$ cat src/rtl/counter_pkg.sv
// ----------------------------------------------------------------------------
// counter_pkg
//
// Shared constants, types and helpers for prescaled_updown_counter and its
// tick_prescaler sub-block.
//
//   DIR_UP / DIR_DOWN     : encoding of the up_down input
//   MODE_WRAP / MODE_SAT  : encoding of the sat_mode input
//   count_act_e           : action the count register takes on a clock edge
//   clog2()               : prescaler register width, never less than 1 bit
// ----------------------------------------------------------------------------
package counter_pkg;

    localparam logic DIR_UP    = 1'b1;
    localparam logic DIR_DOWN  = 1'b0;
    localparam logic MODE_WRAP = 1'b0;
    localparam logic MODE_SAT  = 1'b1;

    // What the count register does on the next edge, after priority decode.
    typedef enum logic [1:0] {
        ACT_HOLD = 2'd0,
        ACT_LOAD = 2'd1,
        ACT_UP   = 2'd2,
        ACT_DOWN = 2'd3
    } count_act_e;

    // Bits needed to hold 0..value-1; a divider of 1 still needs one bit.
    function automatic int unsigned clog2(input int unsigned value);
        int unsigned v;
        int unsigned w;
        w = 0;
        v = (value > 0) ? value - 1 : 0;
        while (v > 0) begin
            w = w + 1;
            v = v >> 1;
        end
        return (w == 0) ? 1 : w;
    endfunction

endpackage

$ cat src/rtl/tick_prescaler.sv
// ----------------------------------------------------------------------------
// tick_prescaler
//
// Free-running divide-by-TICK_DIV phase counter that only advances while
// enabled. step_en is combinational and is high during the last enabled
// cycle of each period; the phase counter then returns to 0.
//
// Parameters:
//   TICK_DIV    : clk cycles per step (>= 1)
// Ports:
//   clk         : system clock
//   reset_btn_n : asynchronous active-low reset
//   enable      : 1 = advance, 0 = hold phase
//   step_en     : (phase == TICK_DIV-1) && enable
// ----------------------------------------------------------------------------
module tick_prescaler
    import counter_pkg::*;
#(
    parameter int unsigned TICK_DIV = 100000000
) (
    input  logic clk,
    input  logic reset_btn_n,
    input  logic enable,
    output logic step_en
);

    localparam int unsigned   PW   = clog2(TICK_DIV);
    localparam logic [PW-1:0] LAST = PW'(TICK_DIV - 1);

    logic [PW-1:0] r_phase;
    logic          w_at_last;

    assign w_at_last = (r_phase == LAST);
    assign step_en   = w_at_last && enable;

    always_ff @(posedge clk or negedge reset_btn_n) begin
        if (!reset_btn_n) begin
            r_phase <= '0;
        end else if (enable) begin
            if (w_at_last) begin
                r_phase <= '0;
            end else begin
                r_phase <= r_phase + PW'(1);
            end
        end
    end

endmodule

$ cat src/rtl/prescaled_updown_counter.sv
// ----------------------------------------------------------------------------
// prescaled_updown_counter
//
// WIDTH-bit up/down counter stepping once every TICK_DIV enabled clocks,
// counting over 0..MAX_VALUE with wrap or saturate behaviour at the bounds,
// a synchronous clamped preset load and a one-cycle terminal-count pulse.
//
// Build option:
//   BTN_SYNC_EN  defined   -> preset_btn, up_down and sat_mode pass through
//                             2-flop synchronisers (2 cycles extra latency)
//                undefined -> those inputs are used directly and must be
//                             synchronous to clk
//
// Parameters:
//   WIDTH       : count width in bits (2..32)
//   TICK_DIV    : clk cycles per count step (>= 1)
//   MAX_VALUE   : highest legal count (<= 2**WIDTH-1)
// Ports:
//   clk         : system clock
//   reset_btn_n : asynchronous active-low reset
//   enable      : 1 = prescaler runs and count steps; 0 = both hold
//   up_down     : 1 = count up, 0 = count down
//   sat_mode    : 0 = wrap at bounds, 1 = saturate at bounds
//   preset_btn  : level-sensitive synchronous load request
//   load_value  : value loaded on preset (clamped to MAX_VALUE)
//   count       : current count (registered)
//   tick        : registered one-cycle pulse per prescaler rollover
//   tc          : registered one-cycle terminal-count pulse
// ----------------------------------------------------------------------------
module prescaled_updown_counter
    import counter_pkg::*;
#(
    parameter int unsigned     WIDTH     = 8,
    parameter int unsigned     TICK_DIV  = 100000000,
    parameter longint unsigned MAX_VALUE = (64'd1 << WIDTH) - 64'd1
) (
    input  logic             clk,
    input  logic             reset_btn_n,
    input  logic             enable,
    input  logic             up_down,
    input  logic             sat_mode,
    input  logic             preset_btn,
    input  logic [WIDTH-1:0] load_value,
    output logic [WIDTH-1:0] count,
    output logic             tick,
    output logic             tc
);

    localparam logic [WIDTH-1:0] MAX_CNT = WIDTH'(MAX_VALUE);

    logic             w_step_en;
    logic             w_preset;
    logic             w_up_down;
    logic             w_sat_mode;
    logic [WIDTH-1:0] w_load_clamped;
    count_act_e       w_act;
    logic [WIDTH-1:0] w_count_nxt;
    logic             w_tc_nxt;

    logic [WIDTH-1:0] r_count;
    logic             r_tick;
    logic             r_tc;

    // ------------------------------------------------------------------
    // Prescaler
    // ------------------------------------------------------------------
    tick_prescaler #(
        .TICK_DIV (TICK_DIV)
    ) u_prescaler (
        .clk         (clk),
        .reset_btn_n (reset_btn_n),
        .enable      (enable),
        .step_en     (w_step_en)
    );

    // ------------------------------------------------------------------
    // Control input conditioning
    // ------------------------------------------------------------------
`ifdef BTN_SYNC_EN
    logic [1:0] r_preset_sync;
    logic [1:0] r_dir_sync;
    logic [1:0] r_mode_sync;

    always_ff @(posedge clk or negedge reset_btn_n) begin
        if (!reset_btn_n) begin
            r_preset_sync <= '0;
            r_dir_sync    <= '0;
            r_mode_sync   <= '0;
        end else begin
            r_preset_sync <= {r_preset_sync[0], preset_btn};
            r_dir_sync    <= {r_dir_sync[0],    up_down};
            r_mode_sync   <= {r_mode_sync[0],   sat_mode};
        end
    end

    assign w_preset   = r_preset_sync[1];
    assign w_up_down  = r_dir_sync[1];
    assign w_sat_mode = r_mode_sync[1];
`else
    assign w_preset   = preset_btn;
    assign w_up_down  = up_down;
    assign w_sat_mode = sat_mode;
`endif

    // Out-of-range preset values saturate to the top of the modulus.
    assign w_load_clamped = (load_value > MAX_CNT) ? MAX_CNT : load_value;

    // ------------------------------------------------------------------
    // Action decode: preset beats a step, a step beats hold.
    // ------------------------------------------------------------------
    always_comb begin
        w_act = ACT_HOLD;
        if (w_preset) begin
            w_act = ACT_LOAD;
        end else if (w_step_en) begin
            w_act = (w_up_down == DIR_UP) ? ACT_UP : ACT_DOWN;
        end
    end

    // ------------------------------------------------------------------
    // Next count / terminal count
    // ------------------------------------------------------------------
    always_comb begin
        w_count_nxt = r_count;
        w_tc_nxt    = 1'b0;
        unique case (w_act)
            ACT_LOAD: begin
                w_count_nxt = w_load_clamped;
            end
            ACT_UP: begin
                if (r_count == MAX_CNT) begin
                    w_tc_nxt = 1'b1;
                    if (w_sat_mode == MODE_WRAP) begin
                        w_count_nxt = '0;
                    end
                end else begin
                    w_count_nxt = r_count + WIDTH'(1);
                end
            end
            ACT_DOWN: begin
                if (r_count == '0) begin
                    w_tc_nxt = 1'b1;
                    if (w_sat_mode == MODE_WRAP) begin
                        w_count_nxt = MAX_CNT;
                    end
                end else begin
                    w_count_nxt = r_count - WIDTH'(1);
                end
            end
            default: begin
                w_count_nxt = r_count;
            end
        endcase
    end

    // ------------------------------------------------------------------
    // Output registers
    // ------------------------------------------------------------------
    always_ff @(posedge clk or negedge reset_btn_n) begin
        if (!reset_btn_n) begin
            r_count <= '0;
            r_tick  <= 1'b0;
            r_tc    <= 1'b0;
        end else begin
            r_count <= w_count_nxt;
            r_tick  <= w_step_en;
            r_tc    <= w_tc_nxt;
        end
    end

    assign count = r_count;
    assign tick  = r_tick;
    assign tc    = r_tc;

endmodule

$ cat config.mk
export PLATFORM = sky130hd
export DESIGN_NAME = prescaled_updown_counter
export DESIGN_NICKNAME = d
export VERILOG_FILES = /design/src/rtl/counter_pkg.sv /design/src/rtl/tick_prescaler.sv /design/src/rtl/prescaled_updown_counter.sv
export SDC_FILE = /design/constraint.sdc
export NUM_CORES = 1
export LEC_CHECK = 0
export CORE_MARGIN = 10
export CORE_UTILIZATION = 45
export CTS_CLUSTER_SIZE = 40
export DETAILED_ROUTE_END_ITERATION = 10
export PLACE_DENSITY_LB_ADDON = 0.2
export SLEW_MARGIN = 15
export SYNTH_ARGS = -nofsm -noshare
export SYNTH_HDL_FRONTEND = slang
export SYNTH_HIERARCHICAL = 1
export SYNTH_SLANG_ARGS = --single-unit
export TNS_END_PERCENT = 100
$ cat constraint.sdc
create_clock -name clk -period 2.97 [get_ports clk]
set_input_delay 0.7425 -clock clk [delete_from_list [all_inputs] [get_ports clk]]
set_output_delay 0.7425 -clock clk [all_outputs]
set_load 0.005 [all_outputs]
==> results of run 1 <==
==> worst reg2reg max path, delay by kind of cell, from the launching register on <==
kind / cells / cell delay [ns]
AOI/OAI and AO/OA: 2 / 0.49
adders and majority gates: 1 / 0.18
buffers and inverters: 2 / 0.23
DFF: 1 / 0.42
muxes: 1 / 0.31
and+or+nand+nor: 6 / 1.00
==> repair_timing <==
action,CTS,global route
resized for setup,0,6
hold buffers,0,0
endpoints found under the setup margin,0,6
==> final timing paths <==
kind,end,slack (ns),cells after the start
max,count[7],0.21,11
min,u_prescaler/r_phase[12],0.50,1
max reg2reg,count[7],0.21,12
min reg2reg,u_prescaler/r_phase[12],0.50,1
max in group asynchronous,u_prescaler/r_phase[15],1.88,1
min in group asynchronous,u_prescaler/r_phase[24],0.53,1
==> cells in the final DEF (no fill, tap or decap), types with 3 or more instances in the layout <==
master / Yosys / routed
dfrtp_1: 37 / 36
buf_4: 1 / 27
nor2_1: 24 / 24
clkdlybuf4s50_1: 0 / 22
nand3_1: 18 / 18
nand4_1: 14 / 14
xor2_1: 14 / 14
nand2_1: 13 / 13
inv_1: 13 / 12
o21ai_0: 12 / 12
a21oi_1: 11 / 11
xnor2_1: 11 / 11
and3_1: 6 / 6
clkbuf_8: 0 / 5
mux2_4: 4 / 4
or3_1: 3 / 3
a31oi_1: 3 / 3
mux2i_1: 3 / 3
o22ai_1: 3 / 3
o31ai_1: 3 / 3
nor3_1: 4 / 3
ha_1: 6 / 3
ha_4: 0 / 3
nor4_1: 3 / 3
==> per-stage QoR <==
step | setup TNS [ns] | area (sq um) | cells | utilization, % | hold slack [ns]
floorplan | 0 | 2410 | 250 | - | 0.447
global placement | -0.124 | 2840 | 359 | 55.6 | 0.490
detailed placement | -0.796 | 2840 | 359 | 55.6 | 0.486
CTS | 0 | 2920 | 367 | 57.3 | 0.501
global route | 0 | 2950 | 367 | 57.8 | 0.535
finish | 0 | 2950 | 367 | 57.8 | 0.502
==> synth_stat cells (2+ instances only) <==
master | count | area (sq um)
nand2_1 | 13 | 48.8
buf_6 | 4 | 45.0
nor2_1 | 24 | 90.1
buf_2 | 2 | 10.0
xor2_1 | 14 | 123
nor2b_1 | 2 | 12.5
o22ai_1 | 3 | 18.8
o31a_1 | 2 | 17.5
clkbuf_1 | 3 | 11.3
mux2_4 | 4 | 60.1
a2111oi_0 | 2 | 17.5
nand4_1 | 14 | 87.6
nand4_4 | 2 | 42.5
nor3_1 | 4 | 20.0
or3_1 | 3 | 18.8
nand2b_1 | 2 | 12.5
and3_1 | 6 | 37.5
o21ai_0 | 12 | 60.1
nor4_1 | 3 | 18.8
a21oi_1 | 11 | 55.1
dfrtp_1 | 37 | 926
o31ai_1 | 3 | 22.5
nand3_1 | 18 | 90.1
xnor2_1 | 11 | 96.3
a31oi_1 | 3 | 18.8
mux2i_1 | 3 | 30.0
nor2_2 | 2 | 12.5
ha_1 | 6 | 75.1
nor4_4 | 2 | 42.5
inv_1 | 13 | 48.8
==> flip-flops by register name, indices dropped and copies added, names as in the netlist <==
signal	flops
tc	1
tick	1
count	8
u_prescaler/r_phase	27
==> power by group through the flow <==
stage	combinational [mW]	sequential (mW)	clock (mW)
after floorplan	0.150	0.630	0
after global placement	0.296	0.614	0
after detailed placement	0.302	0.615	0
after CTS	0.303	0.606	0.347
after global routing	0.336	0.617	0.372
final	0.305	0.610	0.342
==> metal layers <==
metal | global-route usage [%] | share of wire (%) | up-vias
li1 | - | - | 995
met1 | 17.4 | 45 | 994
met2 | 22.2 | 48 | 66
met3 | 3.15 | 5.5 | 6
met4 | 3.86 | 1.0 | 0
met5 | 0 | 0 | -
==> kinds of logic after synthesis <==
| family | after synthesis | synth area share (%) |
|---|---|---|
| multiplexers | 7 | 3.81 |
| adder cells (fa/ha/maj) | 6 | 3.17 |
| XOR/XNOR | 25 | 9.26 |
| buffers and inverters | 24 | 5.40 |
| flip-flops | 37 | 39.2 |
| AND/OR/NAND/NOR | 104 | 26.2 |
| AO/OA/AOI/OAI | 47 | 13.0 |
==> final cells by class <==
class / count / area share (%)
flip-flops and latches: 37 / 31.4
inverters: 13 / 1.65
repair buffers: 50 / 14.5
clock buffers: 6 / 2.46
well taps: 70 / 2.97
multi-input cells: 189 / 46.6
clock inverters: 2 / 0.339
==> metrics.txt, run 1 <==
clock network fraction of total power 27.2%; area delta synth->final 24.8%; Final Cycle Share 93.1%; share of the yosys chip area belonging to registers 39.2%; worst skew pair latency 0.29 ns; CP Data Arrival Time 2.93 ns; Die Ht 92.5 microns; Max Slew Vio Count 0; yosys warns 6; Site Rows 26; FF-to-FF Start u_prescaler/r_phase[16]; Starting Density 46.3%; Ant. Diodes 0; RSZ-0062 raised after global routing false; wirelength, routed 5660 microns; Pint 0.863 mW; Worst Max-Slew Pin Slew 0.808 ns; vias in the first global route 2063; I/O pins 24; Num CTS Buffers 5; slowest stage cell, crit path clkdlybuf4s50_1; Clock Skews 0.0139 ns; gr ovfl total 0; Filler Cells Inserted 487; Design Power 1.26 mW; Rel. slew slack 46.2%; Comb pwr share 24.3%; status complete, no violations; routed via count 2061; antenna violations before repair 0; most frequent CP cell inv_1; Hold Fails Final Rpt 0; total global-route track usage 13.6%; post-synthesis async set-or-reset flop share 100%; Most used DFF post-synth dfrtp_1; CP Launch Type input pin; P per Cell Area 426 nW/um^2; input/output buffers 23; hpwl dp 4220 microns; Hold Startpoint u_prescaler/r_phase[12]; Remaining DRCs 0; Max VDD drop 0.244 mV; register share of total power 48.5%; Hold Crit Class reg -> reg; Reg clk slew, reported paths 0.07 ns; Cell Area, Synth 2360 sq um; CP max stage delay 0.43 ns; Synth cell types 52; Reg area 927 sq um; crit path kind in -> reg; global placer's final weighted congestion 0.818; clock tree buffer depth 2; vias per cell 5.62; Post-CTS Setup Bufs 0; Pre-antenna DRT Iters 4; cells after synthesis 250; Routed Antenna Nets 0; die width 92.5 microns; largest net degree at the start of global routing 38; Max-cap violations 0; area of the multi-input gates 1380 sq um; Nets 316; crit-path cells clkdlybuf4s50_1, inv_1, nor2_4, a21oi_1, inv_1, ha_4, inv_1, nor3_4, o21a_2, or2_4, mux2_4; Core ar. 5110 sq um; CP top delay family buffers and inverters; first-pass GRT wire length 9740 microns; Pleak 1.31 nW; number of synthesized flops with an enable pin 0; H-tree levels 2; Net Sw Frac 31.4%; share of cells above drive strength 1 20.5%; DIE AREA 8550 sq um; crit-path max FO 8; Synth Net Count 270; CTS root buf clkbuf_8; Buf/Inv on CP 4; PnR worst setup slack 0.206 ns; Syn Area/Cell 9.46 sq um; Worst Setup SP enable; CP Capture Type flop; Critical Path RT 3.14 ns; CTS tree yes; Max Fclk 362 MHz; initial DRC count 103; DP Worst Slack -0.144 ns; Final Setup Violations 0; Sinks on Clock Net 37; Tmin final 2.76 ns; DR WL/cell 15.4 microns; switching power of the nets 0.394 mW; Synth Register Bits 37
Note: power is estimated with default switching activity, not from simulation.
==> run 2: changes to the inputs <==
--- a/config.mk
+++ b/config.mk
@@ -15,4 +15,4 @@
 export SYNTH_HDL_FRONTEND = slang
 export SYNTH_HIERARCHICAL = 1
 export SYNTH_SLANG_ARGS = --single-unit
-export TNS_END_PERCENT = 100
+export TNS_END_PERCENT = 1
==> results of run 2 <==
No change in the layout: final DEF, timing and power equal those of run 1.
==> run 3: changes to the inputs <==
--- a/config.mk
+++ b/config.mk
@@ -5,11 +5,14 @@
 export SDC_FILE = /design/constraint.sdc
 export NUM_CORES = 1
 export LEC_CHECK = 0
-export CORE_MARGIN = 10
-export CORE_UTILIZATION = 45
+export CELL_PAD_IN_SITES_DETAIL_PLACEMENT = 1
+export CELL_PAD_IN_SITES_GLOBAL_PLACEMENT = 1
+export CORE_MARGIN = 3
+export CORE_UTILIZATION = 40
 export CTS_CLUSTER_SIZE = 40
 export DETAILED_ROUTE_END_ITERATION = 10
 export PLACE_DENSITY_LB_ADDON = 0.2
+export RECOVER_POWER = 50
 export SLEW_MARGIN = 15
 export SYNTH_ARGS = -nofsm -noshare
 export SYNTH_HDL_FRONTEND = slang
==> run 3 against run 2 <==
Against the previous run:
- the run now ends with capacitance limit, slew limit left
- maximum frequency decreased by 4.0%
- register-to-register slack lost 0.05 ns
- total power rose by 2.8%
- worst setup slack worse by 0.12 ns
- cell count increased by 1.6%
- critical endpoint is now count[2]
==> metrics.txt, run 3 (same netlist as run 1, synthesis figures left out) <==
Hold Crit Class reg -> reg; Remaining DRCs 0; Final Instance Area 2990 sq um; Comb pwr share 25.5%; failing checks capacitance limit, slew limit; vias per cell 5.52; PnR worst setup slack 0.0909 ns; crit-path cells dlygate4sd3_1, inv_1, nor2_4, a21oi_1, inv_1, ha_4, inv_1, nor3_2, o21a_2, or2_4, mux2_4; gr ovfl total 0; Ant. Diodes 0; CTS root buf clkbuf_8; DP Worst Slack -0.140 ns; slowest stage cell, crit path dlygate4sd3_1; I/O pins 24; hpwl dp 4740 microns; Site Rows 27; most common cell after layout, fill and taps aside dfrtp_1; CP Capture Type flop; RSZ-0062 raised after global routing false; worst r2r path cells 13; CTS tree yes; Max-cap violations 1; Filler Cells Inserted 658; die width 82.9 microns; Reg clk slew, reported paths 0.07 ns; Clock Skews 0.0119 ns; CP max stage delay 0.56 ns; Max VDD drop 0.274 mV; DR WL/cell 17.1 microns; clock network fraction of total power 28.2%; Rel. slew slack -37.4%; clock tree buffer depth 2; Pint 0.891 mW; H-tree levels 2; Final Cycle Share 96.9%; routed via count 2060; Hold Fails Final Rpt 0; global placer's final weighted congestion 0.831; CP Data Arrival Time 3.05 ns; wirelength, routed 6370 microns; CP Launch Type input pin; Worst Max-Slew Pin Slew 2.06 ns; Max Slew Vio Count 38; Design Power 1.29 mW; Cell Area, Placed 2890 sq um; most frequent CP cell inv_1; share of cells above drive strength 1 20.9%; WHS Path Cells 1; DIE AREA 6870 sq um; Pleak 1.32 nW; status complete, but fails checks; Final Hold Slack 0.519 ns; Pre-antenna DRT Iters 4; first-pass GRT wire length 10800 microns; crit-path max FO 8; Max Fclk 347 MHz; Die Ht 82.9 microns; Nets 321; area delta synth->final 26.5%; Tmin final 2.88 ns; leading cell types in the layout, fill and taps excluded 37 x dfrtp_1, 30 x buf_4, 24 x nor2_1; register share of total power 46.3%; worst skew pair latency 0.29 ns; largest net degree at the start of global routing 38; Critical Path RT 3.14 ns; final core occ 53.3%; Core ar. 5610 sq um; crit path kind in -> reg; input/output buffers 23; Sinks on Clock Net 37; Num CTS Buffers 5; # hold bufs at CTS 0; total global-route track usage 19.2%; initial DRC count 90; Routed Antenna Nets 0; Post-CTS Setup Bufs 0; antenna violations before repair 0; Top reg by flops u_prescaler/r_phase; Starting Density 42.2%; max FFs per register 27; Net Sw Frac 31.1%; Final Setup Violations 0; switching power of the nets 0.402 mW; P per Cell Area 432 nW/um^2; vias in the first global route 2152
==> run 3: final timing paths <==
kind                       slack [ns]                       to                     from
min in group asynchronous        1.04  u_prescaler/r_phase[10]              reset_btn_n
min                              0.52  u_prescaler/r_phase[12]  u_prescaler/r_phase[12]
min reg2reg                      0.52  u_prescaler/r_phase[12]  u_prescaler/r_phase[12]
max in group asynchronous        0.75                       tc              reset_btn_n
max                              0.09                 count[2]                   enable
max reg2reg                      0.16                 count[2]  u_prescaler/r_phase[16]
==> run 3: what timing repair did <==
| action | CTS | global route |
|---|---|---|
| endpoints found under the hold margin | 0 | 0 |
| endpoints found under the setup margin | 4 | 5 |
| resized for setup | 1 | 3 |
==> run 3: through the flow <==
step | instances | setup TNS, ns
2_1_floorplan | 250 | 0
3_3_place_gp | 366 | -0.270
3_5_place_dp | 366 | -0.646
4_1_cts | 373 | 0
5_1_grt | 373 | 0
6_report | 373 | 0
==> run 3: layout make-up <==
cell class                      count  area [sq um]  share of cell area, %
Timing Repair Buffer               55           473                   15.8
Multi-Input combinational cell    189          1370                   45.7
Clock buffer                        7          86.3                   2.89
Sequential cell                    37           926                   31.0
Inverter                           13          48.8                   1.63
Tap cell                           72          90.1                   3.01
==> run 3: power groups by stage <==
stage / Sequential, mW / Clock [mW] / Combinational, mW
2_1_floorplan: 0.630 / 0 / 0.150
6_report: 0.598 / 0.365 / 0.330
5_1_grt: 0.605 / 0.398 / 0.366
3_5_place_dp: 0.607 / 0 / 0.331
3_3_place_gp: 0.603 / 0 / 0.320
4_1_cts: 0.597 / 0.372 / 0.333
==> run 3: routing by layer <==
| layer | vias up | wire, microns | global-route usage [%] | share of wire [%] |
|---|---|---|---|---|
| met5 | - | 0 | 0 | 0 |
| met4 | 0 | 119 | 6.39 | 1.9 |
| met3 | 10 | 149 | 3.77 | 2.3 |
| met2 | 29 | 2960 | 30.5 | 47 |
| met1 | 1018 | 3140 | 26.1 | 49 |
| li1 | 1003 | - | - | - |
==> run 3: critical path: cells and delay by family <==
kind                     cells  cell delay (ns)
buffers and inverters        4             0.91
AO/OA/AOI/OAI                2             0.47
AND/OR/NAND/NOR              3             0.43
multiplexers                 1             0.31
adder cells (fa/ha/maj)      1             0.18
